File: src/rtl/noc_sync_pkg.sv
// Shared types and constants for the synchronous NoC leaf blocks.
// Flits carry a tail flag in the top bit; the remaining bits are payload.
package noc_sync_pkg;

    localparam int FLIT_W   = 9;
    localparam int TAIL_BIT = FLIT_W - 1;

    typedef enum logic [1:0] {
        IDLE  = 2'd0,
        LOCK0 = 2'd1,
        LOCK1 = 2'd2
    } arb_state_t;

    typedef struct packed {
        logic              tail;
        logic [FLIT_W-2:0] payload;
    } flit_t;

endpackage

File: src/rtl/noc_sync_fifo.sv
// Small synchronous FIFO with registered storage; the head entry is presented
// directly and reads as zero while empty.
module noc_sync_fifo
    import noc_sync_pkg::*;
#(
    parameter int WIDTH = FLIT_W + 1,
    parameter int DEPTH = 2
) (
    input  logic             CLK,
    input  logic             _RESET,
    input  logic             push,
    input  logic [WIDTH-1:0] push_data,
    input  logic             pop,
    output logic [WIDTH-1:0] head_data,
    output logic             empty,
    output logic             full
);

    localparam int PTR_W = (DEPTH > 1) ? $clog2(DEPTH) : 1;
    localparam int CNT_W = $clog2(DEPTH + 1);

    logic [WIDTH-1:0] mem [DEPTH];
    logic [PTR_W-1:0] wr_ptr;
    logic [PTR_W-1:0] rd_ptr;
    logic [CNT_W-1:0] count;
    logic             do_push;
    logic             do_pop;

    // A full FIFO refuses pushes even when a pop frees a slot in the same cycle.
    assign do_push   = push && !full;
    assign do_pop    = pop && !empty;
    assign empty     = (count == '0);
    assign full      = (count == CNT_W'(DEPTH));
    assign head_data = empty ? '0 : mem[rd_ptr];

    always_ff @(posedge CLK or negedge _RESET) begin
        if (!_RESET) begin
            wr_ptr <= '0;
            rd_ptr <= '0;
            count  <= '0;
        end else begin
            if (do_push) wr_ptr <= wr_ptr + PTR_W'(1);
            if (do_pop)  rd_ptr <= rd_ptr + PTR_W'(1);
            case ({do_push, do_pop})
                2'b10:   count <= count + CNT_W'(1);
                2'b01:   count <= count - CNT_W'(1);
                default: count <= count;
            endcase
        end
    end

    always_ff @(posedge CLK) begin
        if (do_push) mem[wr_ptr] <= push_data;
    end

endmodule

File: src/rtl/merge13_leaf_sync.sv
// Merges two decoder-leaf flit streams into one, keeping packets whole via a
// lock-on-header arbiter with round-robin tie breaking, buffered by a FIFO.
module merge13_leaf_sync
    import noc_sync_pkg::*;
#(
    parameter int W     = FLIT_W,
    parameter int DEPTH = 2
) (
    input  logic         CLK,
    input  logic         _RESET,
    input  logic [W-1:0] in0_data,
    input  logic         in0_valid,
    output logic         in0_ready,
    input  logic [W-1:0] in1_data,
    input  logic         in1_valid,
    output logic         in1_ready,
    output logic [W-1:0] out_data,
    output logic         out_valid,
    output logic         out_src,
    input  logic         out_ready
);

    arb_state_t state;
    arb_state_t state_nxt;
    logic       rr;
    logic       rr_nxt;
    logic       grant0;
    logic       grant1;
    logic       acc0;
    logic       acc1;
    logic       tail_in;
    logic       fifo_full;
    logic       fifo_empty;
    logic [W:0] push_data;
    logic [W:0] head_data;

    // Grant follows the lock while a packet is open; otherwise a lone requester
    // wins and a tie is broken by rr.
    always_comb begin
        grant0 = 1'b0;
        grant1 = 1'b0;
        case (state)
            IDLE: begin
                if (in0_valid && in1_valid) begin
                    grant0 = !rr;
                    grant1 = rr;
                end else begin
                    grant0 = in0_valid;
                    grant1 = in1_valid;
                end
            end
            LOCK0:   grant0 = 1'b1;
            LOCK1:   grant1 = 1'b1;
            default: ;
        endcase
    end

    assign in0_ready = grant0 && !fifo_full && _RESET;
    assign in1_ready = grant1 && !fifo_full && _RESET;
    assign acc0      = in0_valid && in0_ready;
    assign acc1      = in1_valid && in1_ready;
    assign tail_in   = acc1 ? in1_data[W-1] : in0_data[W-1];
    assign push_data = acc1 ? {1'b1, in1_data} : {1'b0, in0_data};

    // A tail closes the packet and hands priority to the other port.
    always_comb begin
        state_nxt = state;
        rr_nxt    = rr;
        if (acc0 || acc1) begin
            if (tail_in) begin
                state_nxt = IDLE;
                rr_nxt    = acc0;
            end else begin
                state_nxt = acc1 ? LOCK1 : LOCK0;
            end
        end
    end

    always_ff @(posedge CLK or negedge _RESET) begin
        if (!_RESET) begin
            state <= IDLE;
            rr    <= 1'b0;
        end else begin
            state <= state_nxt;
            rr    <= rr_nxt;
        end
    end

    noc_sync_fifo #(
        .WIDTH (W + 1),
        .DEPTH (DEPTH)
    ) u_fifo (
        .CLK       (CLK),
        ._RESET    (_RESET),
        .push      (acc0 || acc1),
        .push_data (push_data),
        .pop       (out_ready),
        .head_data (head_data),
        .empty     (fifo_empty),
        .full      (fifo_full)
    );

    assign out_valid = !fifo_empty;
    assign out_src   = head_data[W];
    assign out_data  = head_data[W-1:0];

endmodule

File: config.mk
export PLATFORM = sky130hd
export DESIGN_NAME = merge13_leaf_sync
export DESIGN_NICKNAME = d
export VERILOG_FILES = /design/src/rtl/noc_sync_pkg.sv /design/src/rtl/noc_sync_fifo.sv /design/src/rtl/merge13_leaf_sync.sv
export SDC_FILE = /design/constraint.sdc
export NUM_CORES = 1
export LEC_CHECK = 0
export BUFFER_PORTS_ARGS = -buffer_cell sky130_fd_sc_hd__buf_2
export CAP_MARGIN = 20
export CORE_ASPECT_RATIO = 1.1
export CORE_MARGIN = 8
export CORE_UTILIZATION = 30
export CTS_BUF_LIST = sky130_fd_sc_hd__clkbuf_8
export CTS_CLUSTER_SIZE = 25
export DETAILED_ROUTE_END_ITERATION = 7
export SLEW_MARGIN = 20
export SYNTH_ARGS = -nofsm -noshare
export SYNTH_HDL_FRONTEND = slang
export SYNTH_SLANG_ARGS = --single-unit
File: constraint.sdc
create_clock -name CLK -period 2.6 [get_ports CLK]
set_input_delay 0.52 -clock CLK [delete_from_list [all_inputs] [get_ports CLK]]
set_output_delay 0.52 -clock CLK [all_outputs]
set_load 0.05 [all_outputs]
==> reports/metrics.yaml <==
outcome:
  outcome: "completed"
layout:
  layout-drive-gt1-share: 0.406
  nFillCells: 415
  antenna_cells: 0
  area.growth.synth_to_final_pct: 22.9
  nets: 158
  fin_area_um2: 1580
logic_synthesis:
  yosys.area_share.simple: 0.115
  yosysWarnings: 0
  synth_top_family_by_area: "multiplexers"
  synthAdderAreaFrac: 0.00974
  yosysSeqAreaShare: 0.604
  synthCells: 94
  yosys.area.top_type_share: 0.467
  synth-xor-area-share: 0.0341
  synth_nets: 118
  synth_compound_area_frac: 0.0428
  synth_mux_area_frac: 0.167
  ys_types: 25
  synth_flop_cell: "edfxtp_1"
  yosysTopAreaCell: "edfxtp_1"
  yosysMostFrequentCell: "edfxtp_1"
  ys_ff_latch: 27
  synth_edf_count: 20
  synth_area_um2: 1280
  syn_area_per_cell_um2: 13.7
  synthTopCellsByArea: "edfxtp_1, dfrtp_1, mux2i_1"
  ys_async_sr_fraction: 0.259
  netlist_top_cells_count: "edfxtp_1, nor2_1, mux2i_1"
floorplan:
  die_area_um2: 6640
  die_h_um: 84.6
  ios: 36
  start_util: 0.304
  die_w_um: 78.4
  rows: 25
  core_um2: 4220
sta:
  hold-worst-slack_ns: 0.121
  grt_setup_unrepaired: "no"
  hold_violations: 0
  max_freq_ghz: 0.468
  worst_pin_slew_ns: 0.606
  finalCriticalPeriod_ns: 2.14
  min_period_over_period: 0.822
  slew_headroom: 0.596
  fin_skew_ns: 0.00328
  tns_ns: 0
  setup_slack_ns: 0.464
  drv_slew: 0
  setup_viol: 0
worst_setup_path:
  critPathMaxFanout: 7
  r2r_slack_ns: 0.87
  endpoint_kind: "output port"
  cp-start-kind: "flip-flop"
  arrival_ns: 1.62
  cp.required_ns: 2.08
  r2r_start: "u_fifo.count[0]"
  critPathKind: "flip-flop to output port"
  reg2reg_depth: 4
  r2r_end: "u_fifo.mem[0][2]"
placed_design:
  dp_hpwl_um: 1970
  place_area_um2: 1530
  place_ws_ns: 0.648
  place_congestion: 0.756
  numPortBuffers: 35
global_route:
  antenna_found_initial: 0
  grt_pass1_vias: 872
  met1_usage: 0.0936
  grt_pass1_wl_um: 4260
  grt_use_met2: 0.124
  grt-ovfl-total: 0
  grt_max_degree: 17
  grt_usage: 0.0794
  grt-busiest-layer: "met2"
  met3_usage: 0.0395
clock_tree:
  cts_tree: "done"
  clock_sinks: 27
  clk_pin_slew_worst_paths_ns: 0.09
  cts.hold.buffers_added: 0
  cts_made_buffers: 3
  cts_resized: 0
  clk_latency_ns: 0.27
  cts_max_path_buffers: 2
  postCtsSetupRepairBufs: 0
  htree_levels: 1
  ctsRootBufferMaster: "clkbuf_8"
route:
  route.detailed.drc: 0
  ant_nets: 0
  wl_per_cell_um: 13.7
  drt_first_pass_iters: 4
  vias: 837
  drt-vias-per-instance: 4.48
  initialDrtViolationCount: 37
  drt_wl_total_um: 2560
power:
  p_per_area_nw_per_um2: 1190
  vdd_ir_drop_max_v: 0.000432
  p_leak_nw: 0.675
run:
  cap_violations: 0
min_path:
  hold_path_class: "primary input to asynchronous set/reset pin"
flip-flops by register name, indices dropped and copies added (netlist names):
register       cells
state              2
rr                 1
u_fifo.wr_ptr      1
u_fifo.mem        20
u_fifo.count       2
u_fifo.rd_ptr      1
cell type report:
| cell class | instances | area (um2) | area share |
|---|---|---|---|
| sequential | 27 | 776 | 0.491 |
| clock inverter | 1 | 7.51 | 0.00475 |
| clock buffer | 3 | 41.3 | 0.0261 |
| tap | 54 | 67.6 | 0.0428 |
| inverter | 4 | 15.0 | 0.00951 |
| timing repair buffer | 38 | 198 | 0.125 |
| multi-input combinational | 60 | 474 | 0.300 |
worst max-delay path, stage by stage (launching register included):
cell and delay [ns]:
dfrtp_1 0.42, nand2b_1 0.31, nand2_1 0.12, nor3_1 0.20, buf_2 0.30
metrics by stage:
step           utilization  total power, W  std cells
6_report             0.374         0.00188        187
5_1_grt              0.374         0.00200        187
4_1_cts              0.374         0.00191        187
3_5_place_dp         0.362         0.00167        183
3_3_place_gp         0.362         0.00165        183
2_1_floorplan            -         0.00145         94
logic make-up (layout without fill, tap and decap cells):
logic type,count (synthesis),after routing
AOI/OAI and AO/OA,7,7
xor gates and xnor gates,5,5
adders and majority gates,1,1
buffers and inverters,7,46
DFF,27,27
muxes,20,20
and+or+nand+nor,27,27
cell usage in the layout, fill, tap and decap left out:
master / n
nand4_4: 1
mux2i_1: 11
a31oi_1: 1
nand2b_1: 3
buf_4: 3
nor2b_1: 2
dfrtp_1: 7
nand2_1: 2
mux2_2: 8
ha_1: 1
and2b_1: 1
a21oi_1: 2
o211ai_2: 1
mux2_4: 1
buf_2: 35
nor2_1: 14
xnor2_1: 3
clkbuf_8: 3
and3_1: 1
inv_1: 4
clkinvlp_4: 1
edfxtp_1: 20
xor2_1: 2
or3b_4: 1
a41oi_1: 3
nor3_1: 2
metal layers:
metal  share of wire  vias to the layer above
met5               0                        -
met2            0.46                       29
met4          0.0082                        0
met3           0.086                        4
li1                -                      418
met1            0.44                      386
worst max path at each step:
stage / from / slack (ns) / cells past startpoint / to
after CTS: u_fifo.count[0] / 0.44 / 4 / in0_ready
after floorplan: u_fifo.count[0] / 0.31 / 4 / in0_ready
after global routing: u_fifo.count[0] / 0.35 / 4 / in0_ready
final: u_fifo.count[0] / 0.46 / 4 / in0_ready
after detailed placement: _RESET / 0.65 / 4 / in0_ready
after global placement: _RESET / 0.72 / 4 / in1_ready
power breakdown:
| group | switching, W | internal [W] | leakage, nW | total [W] |
|---|---|---|---|---|
| registers | 0.000109 | 0.000593 | 0.264 | 0.000701 |
| logic | 0.000638 | 0.000298 | 0.389 | 0.000936 |
| clock network | 0.000132 | 0.000109 | 0.0217 | 0.000241 |
| total | 0.000879 | 0.000999 | 0.675 | 0.00188 |
Note: power is estimated with default switching activity, not from simulation.
